--- config.mk ---
export PLATFORM = sky130hd
export DESIGN_NAME = ram_ctrl_flat
export DESIGN_NICKNAME = d
export VERILOG_FILES = /design/src/rtl/ram_ctrl_if.sv /design/src/rtl/ram_ctrl.sv /design/src/flat_wrapper.sv
export SDC_FILE = /design/constraint.sdc
export NUM_CORES = 1
export LEC_CHECK = 0
export CAP_MARGIN = 20
export CORE_ASPECT_RATIO = 2
export CORE_MARGIN = 1.5
export CORE_UTILIZATION = 45
export CTS_CLUSTER_SIZE = 40
export DETAILED_ROUTE_END_ITERATION = 8
export PLACE_DENSITY = 0.78
export REMOVE_ABC_BUFFERS = 1
export SYNTH_ARGS = -nofsm -noshare
export SYNTH_HDL_FRONTEND = slang
export SYNTH_SLANG_ARGS = --single-unit
--- constraint.sdc ---
create_clock -name CLK -period 2.35 [get_ports CLK]
set_clock_uncertainty 0.15 [all_clocks]
set_input_delay 0.47 -clock CLK [delete_from_list [all_inputs] [get_ports CLK]]
set_output_delay 0.47 -clock CLK [all_outputs]
set_load 0.1 [all_outputs]
--- src/rtl/ram_ctrl_if.sv ---
// ----------------------------------------------------------------------------
// ram_ctrl_if
//   Request/response bundle between the CPU load/store path and ram_ctrl.
//   master : CPU side (issues requests, consumes read responses)
//   slave  : ram_ctrl side
//   Signals
//     req_valid / req_ready   request handshake
//     req_we                  1 = store, 0 = load
//     req_addr / req_wdata    request address and store data
//     rsp_valid / rsp_ready   read-response handshake
//     rsp_data                captured read data
// ----------------------------------------------------------------------------
interface ram_ctrl_if #(
    parameter int ADDR_SIZE = 2,
    parameter int DATA_SIZE = 8
) ();
    logic                 req_valid;
    logic                 req_ready;
    logic                 req_we;
    logic [ADDR_SIZE-1:0] req_addr;
    logic [DATA_SIZE-1:0] req_wdata;
    logic                 rsp_valid;
    logic                 rsp_ready;
    logic [DATA_SIZE-1:0] rsp_data;

    modport master (
        output req_valid, req_we, req_addr, req_wdata, rsp_ready,
        input  req_ready, rsp_valid, rsp_data
    );

    modport slave (
        input  req_valid, req_we, req_addr, req_wdata, rsp_ready,
        output req_ready, rsp_valid, rsp_data
    );
endinterface

--- src/rtl/ram_ctrl.sv ---
// ----------------------------------------------------------------------------
// ram_ctrl
//   Clocked front-end for an asynchronous, level-sensitive ram. Converts
//   valid/ready load/store requests into ram pin sequences where WE (active
//   low write strobe) only falls while ADDRESS and ram_in are already stable.
//   After reset every ram word is cleared to INIT_VALUE (when INIT_EN=1).
//   Ports
//     CLK, RST      clock (rising edge), synchronous active-high reset
//     bus           ram_ctrl_if slave: request and read-response handshakes
//     init_done     clear finished, sticky until RST
//     mem_WE        ram WE (0 = write strobe), registered
//     mem_ADDRESS   ram ADDRESS, registered
//     mem_wdata     ram ram_in, registered
//     mem_rdata     ram ram_out
// ----------------------------------------------------------------------------
module ram_ctrl #(
    parameter int ADDR_SIZE  = 2,
    parameter int DATA_SIZE  = 8,
    parameter int RD_WAIT    = 1,
    parameter int INIT_EN    = 1,
    parameter int INIT_VALUE = 0
) (
    input  logic                 CLK,
    input  logic                 RST,
    ram_ctrl_if.slave            bus,
    output logic                 init_done,
    output logic                 mem_WE,
    output logic [ADDR_SIZE-1:0] mem_ADDRESS,
    output logic [DATA_SIZE-1:0] mem_wdata,
    input  logic [DATA_SIZE-1:0] mem_rdata
);
    localparam logic [2:0] S_INIT    = 3'd0;
    localparam logic [2:0] S_IDLE    = 3'd1;
    localparam logic [2:0] S_WSETUP  = 3'd2;
    localparam logic [2:0] S_WSTROBE = 3'd3;
    localparam logic [2:0] S_WHOLD   = 3'd4;
    localparam logic [2:0] S_RWAIT   = 3'd5;
    localparam logic [2:0] S_RESP    = 3'd6;

    localparam logic [DATA_SIZE-1:0] INIT_WORD = DATA_SIZE'(INIT_VALUE);
    localparam logic [ADDR_SIZE:0]   INIT_LAST = '1;
    localparam logic [3:0]           RD_LOAD   = 4'(RD_WAIT - 1);
    // ram_in already carries the clear word on the first clear cycle, so the
    // first strobe never coincides with a data change.
    localparam logic [DATA_SIZE-1:0] RST_WDATA = (INIT_EN != 0) ? INIT_WORD : '0;

    logic [2:0]           state;
    // Clear sequencer: upper bits are the word address, LSB selects the
    // setup (0) or strobe (1) half of each word's two-cycle slot.
    logic [ADDR_SIZE:0]   init_cnt;
    logic [ADDR_SIZE:0]   init_nxt;
    logic [3:0]           rd_cnt;

    assign init_nxt      = init_cnt + 1'b1;
    assign bus.req_ready = (state == S_IDLE);

    always_ff @(posedge CLK) begin
        if (RST) begin
            state         <= (INIT_EN != 0) ? S_INIT : S_IDLE;
            init_cnt      <= '0;
            rd_cnt        <= '0;
            init_done     <= (INIT_EN == 0);
            mem_WE        <= 1'b1;
            mem_ADDRESS   <= '0;
            mem_wdata     <= RST_WDATA;
            bus.rsp_valid <= 1'b0;
            bus.rsp_data  <= '0;
        end else begin
            case (state)
                S_INIT: begin
                    if (!init_cnt[0]) begin
                        mem_WE   <= 1'b0;
                        init_cnt <= init_nxt;
                    end else if (init_cnt == INIT_LAST) begin
                        mem_WE    <= 1'b1;
                        init_cnt  <= '0;
                        init_done <= 1'b1;
                        state     <= S_IDLE;
                    end else begin
                        mem_WE      <= 1'b1;
                        mem_ADDRESS <= init_nxt[ADDR_SIZE:1];
                        init_cnt    <= init_nxt;
                    end
                end
                S_IDLE: begin
                    if (bus.req_valid) begin
                        mem_ADDRESS <= bus.req_addr;
                        if (bus.req_we) begin
                            mem_wdata <= bus.req_wdata;
                            state     <= S_WSETUP;
                        end else begin
                            rd_cnt <= RD_LOAD;
                            state  <= S_RWAIT;
                        end
                    end
                end
                S_WSETUP: begin
                    mem_WE <= 1'b0;
                    state  <= S_WSTROBE;
                end
                S_WSTROBE: begin
                    mem_WE <= 1'b1;
                    state  <= S_WHOLD;
                end
                S_WHOLD: begin
                    state <= S_IDLE;
                end
                S_RWAIT: begin
                    // ram_out has had RD_WAIT cycles to settle when the count expires
                    if (rd_cnt == 4'd0) begin
                        bus.rsp_data  <= mem_rdata;
                        bus.rsp_valid <= 1'b1;
                        state         <= S_RESP;
                    end else begin
                        rd_cnt <= rd_cnt - 4'd1;
                    end
                end
                S_RESP: begin
                    if (bus.rsp_ready) begin
                        bus.rsp_valid <= 1'b0;
                        state         <= S_IDLE;
                    end
                end
                default: begin
                    mem_WE <= 1'b1;
                    state  <= S_IDLE;
                end
            endcase
        end
    end
endmodule

--- src/flat_wrapper.sv ---
// flat-port wrapper written by rule: the top's interface ports become plain ports
module ram_ctrl_flat 
#(
    parameter int ADDR_SIZE  = 2,
    parameter int DATA_SIZE  = 8,
    parameter int RD_WAIT    = 1,
    parameter int INIT_EN    = 1,
    parameter int INIT_VALUE = 0
)
  (CLK, RST, init_done, mem_WE, mem_ADDRESS, mem_wdata, mem_rdata, bus_req_valid, bus_req_we, bus_req_addr, bus_req_wdata, bus_rsp_ready, bus_req_ready, bus_rsp_valid, bus_rsp_data);
  ram_ctrl_if #(.ADDR_SIZE(ADDR_SIZE), .DATA_SIZE(DATA_SIZE)) bus_i ();
  input  logic CLK;
  input  logic RST;
  output logic init_done;
  output logic mem_WE;
  output logic [ADDR_SIZE-1:0] mem_ADDRESS;
  output logic [DATA_SIZE-1:0] mem_wdata;
  input  logic [DATA_SIZE-1:0] mem_rdata;
  input wire logic [$bits(bus_i.req_valid)-1:0] bus_req_valid;
  input wire logic [$bits(bus_i.req_we)-1:0] bus_req_we;
  input wire logic [$bits(bus_i.req_addr)-1:0] bus_req_addr;
  input wire logic [$bits(bus_i.req_wdata)-1:0] bus_req_wdata;
  input wire logic [$bits(bus_i.rsp_ready)-1:0] bus_rsp_ready;
  output wire logic [$bits(bus_i.req_ready)-1:0] bus_req_ready;
  output wire logic [$bits(bus_i.rsp_valid)-1:0] bus_rsp_valid;
  output wire logic [$bits(bus_i.rsp_data)-1:0] bus_rsp_data;
  assign bus_i.req_valid = bus_req_valid;
  assign bus_i.req_we = bus_req_we;
  assign bus_i.req_addr = bus_req_addr;
  assign bus_i.req_wdata = bus_req_wdata;
  assign bus_i.rsp_ready = bus_rsp_ready;
  assign bus_req_ready = bus_i.req_ready;
  assign bus_rsp_valid = bus_i.rsp_valid;
  assign bus_rsp_data = bus_i.rsp_data;
  ram_ctrl #(.ADDR_SIZE(ADDR_SIZE), .DATA_SIZE(DATA_SIZE), .RD_WAIT(RD_WAIT), .INIT_EN(INIT_EN), .INIT_VALUE(INIT_VALUE)) u_core (.CLK(CLK), .RST(RST), .bus(bus_i), .init_done(init_done), .mem_WE(mem_WE), .mem_ADDRESS(mem_ADDRESS), .mem_wdata(mem_wdata), .mem_rdata(mem_rdata));
endmodule
==> metrics <==
slowest cell delay on critical path=0.44 ns; top cells by count, synth=31 x dfxtp_1, 27 x nor2_1, 21 x mux2i_1; total CTS buffers=5; initial antenna violation count=0; Yosys top cell by area=dfxtp_1; yosys warns=0; Placer Congestion=0.865; clock sinks=31; routed wire length=3140 um; CTS resizes=0; DPL Wire Length=2380 um; Routed Antenna Nets=0; Peak VDD IR=0.439 mV; Max Slew Vio Count=0; top-area cell type share of the netlist area=0.436; placed cell count=221; GRT busiest layer=met2; Post-synth EDFFs=0; status=completed; unrepaired setup endpoints after global routing=false; max capacitance violation total=0; arrival time worst endpoint=1.40 ns; required time of the critical path=1.73 ns; CP endpoint kind=output port; M1 GR Usage=0.204; htree depth=2; kind of critical path=reg2out; synthesized area per cell=9.36 sq um; FF+latch area=621 sq um; grt total ovfl=0; routing usage on met3=0.0457; Die H=82.5 um; CTS Buffer Depth=2; DR WL/cell=13.7 um; crit share post-route=0.861; Slew HR=0.589; worst hold-check path type=reg2reg; final setup violation count=0; M2 GR Usage=0.327; Die Span X=42.8 um; top cells by area, synth=dfxtp_1 44%, mux2i_1 15%, nor2_1 7.1%; CTS clk-pin slew, worst paths=0.07 ns; leakage power=0.825 nW; Tot GR Track Use=0.189; clock latency on the worst-skew pair=0.29 ns; CP startpoint kind=register; largest net degree at the start of global routing=16; DR iter-0 viols=33; post-synthesis register bit count=31; Final Util=0.642; worst-path cell chain=nor3_2 > buf_12; register area share after synthesis=0.436; synthesis-to-finish area growth=34.4%; Gate Count Post-Synth=152; Initial Util=0.478; layout cell share with drive strength beyond 1=0.181; nets=225; # port buffers=44; final hold violations=0; Vias/cell=5.44; footprint of the multi-input gates=722 sq um; Power Dens Cells=557 nW/um^2; Via Count=1246; area of the die=3530 sq um; Critical Path Slowest Stage Cell=dfxtp_1; hold_buf cts=0; Core Rows=28; asr flop ratio synth=0; crit-path max FO=13; post-CTS setup buffer count=0; DRC=0; first-pass GRT wire length=5070 um; fillers=257; cell area after synthesis=1420 sq um; router iterations before antenna repair=4; I/O Pins=45; CTS tree=built; vias in the first global route=1167; setup_tns=0 ns; Core ar.=2980 sq um; Diodes inserted=0; Min Clock Period, post-route=2.02 ns; fmax=494 MHz; Least-Margin Pin Slew=0.601 ns; most common cell in the netlist=dfxtp_1; final cell count without fillers=229; Yosys cell types=33; CTS root buffer=clkbuf_8; Main synth FF type=dfxtp_1
-- metrics by stage --
step	power, mW	area, sq um	worst slack, ns	hold slack (ns)
5_1_grt	1.10	1910	0.276	0.377
2_1_floorplan	0.608	1360	-0.222	0.315
6_report	1.06	1910	0.327	0.317
3_5_place_dp	0.671	1830	0.239	0.313
3_3_place_gp	0.667	1830	0.299	0.310
4_1_cts	1.07	1910	0.332	0.327
-- layer usage --
metal,vias to the layer above,share of wire
li1,626,-
met3,10,0.033
met5,-,0
met2,25,0.54
met1,585,0.40
met4,0,0.025
-- worst paths after layout --
check	start	endpoint	slack (ns)	cells after the start
max	u_core.state[1]$_SDFFE_PP0P_	bus_req_ready	0.33	2
min	u_core.init_done$_SDFFE_PP0P_	u_core.init_done$_SDFFE_PP0P_	0.32	2
max reg2reg	u_core.init_cnt[0]$_SDFFE_PP0N_	u_core.mem_ADDRESS[1]$_SDFFE_PP0P_	0.44	6
min reg2reg	u_core.init_done$_SDFFE_PP0P_	u_core.init_done$_SDFFE_PP0P_	0.32	2
-- power breakdown --
part           switching, mW  internal, mW
clock                  0.200         0.207
combinational         0.0636        0.0553
sequential           0.00576         0.533
-- logic make-up (layout without fill, tap and decap cells) --
kind of cell	Yosys count	in the layout	synth area share
and+or+nand+nor	53	53	0.189
DFF	31	31	0.436
AOI/OAI and AO/OA	27	27	0.121
muxes	22	22	0.156
buffers and inverters	14	61	0.0563
adders and majority gates	4	4	0.0352
xor gates and xnor gates	1	1	0.00616
-- critical path, delay by kind of cell, from the launching register on --
family / cells / cell delay [ns]
buffers and inverters: 1 / 0.23
DFF: 1 / 0.44
and+or+nand+nor: 1 / 0.44
-- area by class of cell --
type	count	share of cell area
multi-input cells	107	0.378
clock buffers	6	0.0380
repair buffers	48	0.224
well taps	30	0.0196
clock inverters	2	0.00654
flip-flops and latches	31	0.325
inverters	5	0.00982
-- cell usage in the layout (no fill, tap or decap), types with 4 or more instances in the layout --
cell	instances
buf_4	25
nor2_1	27
a211oi_1	5
o21ai_0	7
inv_1	5
mux2i_1	21
nor2b_1	4
clkdlybuf4s50_1	22
clkbuf_8	5
nand3b_1	4
dfxtp_1	31
ha_1	4
nand2_1	6
a21oi_1	8
-- state kept, by name, summed over array words and instances (netlist names), named ones only --
register	count
u_core.bus.rsp_data	8
u_core.bus.rsp_valid	1
u_core.init_cnt	2
u_core.init_done	1
u_core.mem_ADDRESS	2
u_core.mem_WE	1
u_core.mem_wdata	8
u_core.rd_cnt	4
u_core.state	3
Note: power is estimated with default switching activity, not from simulation.
==> variant, RTL diff (config.mk and constraints unchanged) <==
Reset style: asynchronous (`RST`), changed in one clocked block. Comments in the files are not updated.
--- a/src/rtl/ram_ctrl.sv
+++ b/src/rtl/ram_ctrl.sv
@@ -54,7 +54,7 @@
     assign init_nxt      = init_cnt + 1'b1;
     assign bus.req_ready = (state == S_IDLE);
 
-    always_ff @(posedge CLK) begin
+    always_ff @(posedge CLK or posedge RST) begin
         if (RST) begin
             state         <= (INIT_EN != 0) ? S_INIT : S_IDLE;
             init_cnt      <= '0;
Formal check against the unedited RTL: differs if RST is asserted again (counterexample within 4 cycles, from zero or initial values and one cycle with RST high); with RST held inactive, the same outputs for 10 cycles.
==> variant against the original RTL <==
- wire length fell by 8.9%
- core utilization fell by 1.3 points
- count of clock-buffer cells in the layout rose by 1
- setup slack got worse by 51 ps
- register-to-register slack got worse by 100 ps
- global-route usage fell by 1.0 points
- synthesized area rose by 6.2%
- sequential cell count did not move
- cell area rose by 5.0%
- sequential share of layout area rose by 6.2 points
Power is not shown: default switching activity piles up to over one toggle a cycle in this logic, so the estimate is an artifact.
==> variant: results (changes against the original RTL) <==
Drt
  – DR WL met3: 141 um (+34%)
  – Detailed Route WL: 2860 um (-8.9%)
  – DRT iter0 DRCs: 8 (-76%)

Placement
  – Routability cong.: 0.800 (-7.6%)
  – Dpl hpwl: 2260 um (-5.2%)
  – Dpl cells: 187 (-15%)
  – DP Worst Slack: 267 ps (+28.1 ps)
  – Area post-placement: 1930 sq um (+5.5%)

Final layout
  – Clock buffer cells: 7 (+1)
  – Area of the multi-input gates: 683 sq um (-5.4%)
  – Inverters, non-clock: 4 (-1)
  – Filler instances: 270 (+5.1%)
  – Number of signal-net buffers in the layout: 46 (-4.2%)
  – ClkCell Share: 4.05% (-0.40 points)

Worst setup path
  – CP Data Arrival Time: 1450 ps (+50 ps)
  – CP peak stage delay: 550 ps (+110 ps)
  – Critical Path Fanout Max: 12 (-1)
  – Crit-path slowest cell: dfrtp_1

GRT
  – Vias in the first global route: 1,059 (-9.3%)
  – GRT Util Overall: 17.9% (-1.0 points)
  – Grt met2 use: 31.0% (-1.7 points)
  – Met1 Track Usage GR: 19.9% (-0.52 points)
  – Met3 Use GR: 5.11% (+0.54 points)

Floorplanning
  – Die area: 3730 sq um (+5.8%)

Synthesis
  – Area contributors post-synth: dfrtp_1, mux2_2, mux2_4, ha_1, o21ai_0
  – Adder-Cell Fraction of Synth Area: 3.31% (-0.20 points)
  – Post-Synth XOR/XNOR Area: 1.16% (+0.54 points)
  – Ys async rst share: 100% (+100 points)
  – Main synth FF type: dfrtp_1
  – Sequential element share of the synthesized area: 51.4% (+7.8 points)
  – Post-Syn Area per Cell: 13.2 sq um (+42%)

Outcome
  – Outcome: finished, final reports clean
[variant: cell types whose count changed after synthesis, sizes merged, moves of 3 or more]
cell | before | now
mux2i | 21 | 1
clkbuf | 4 | 0
mux2 | 1 | 23
dfxtp | 31 | 0
a21oi | 8 | 0
dfrtp | 0 | 30
nor2 | 27 | 2
nand3b | 4 | 0
nand2 | 6 | 9
a211oi | 5 | 0
[variant: path summary, 6_finish.rpt]
kind	from	to	slack, ps
setup / recovery	u_core.state[0]$_DFFE_PP0P_	bus_req_ready	280
hold / removal	u_core.init_done$_DFFE_PP0P_	u_core.init_done$_DFFE_PP0P_	330
setup reg to reg	u_core.rd_cnt[0]$_DFFE_PP0P_	u_core.bus.rsp_data[6]$_DFFE_PP0P_	340
hold reg to reg	u_core.init_done$_DFFE_PP0P_	u_core.init_done$_DFFE_PP0P_	330
max in group asynchronous	RST	u_core.mem_WE$_DFFE_PP1N_	1320
min in group asynchronous	RST	u_core.mem_wdata[4]$_DFFE_PP0P_	410
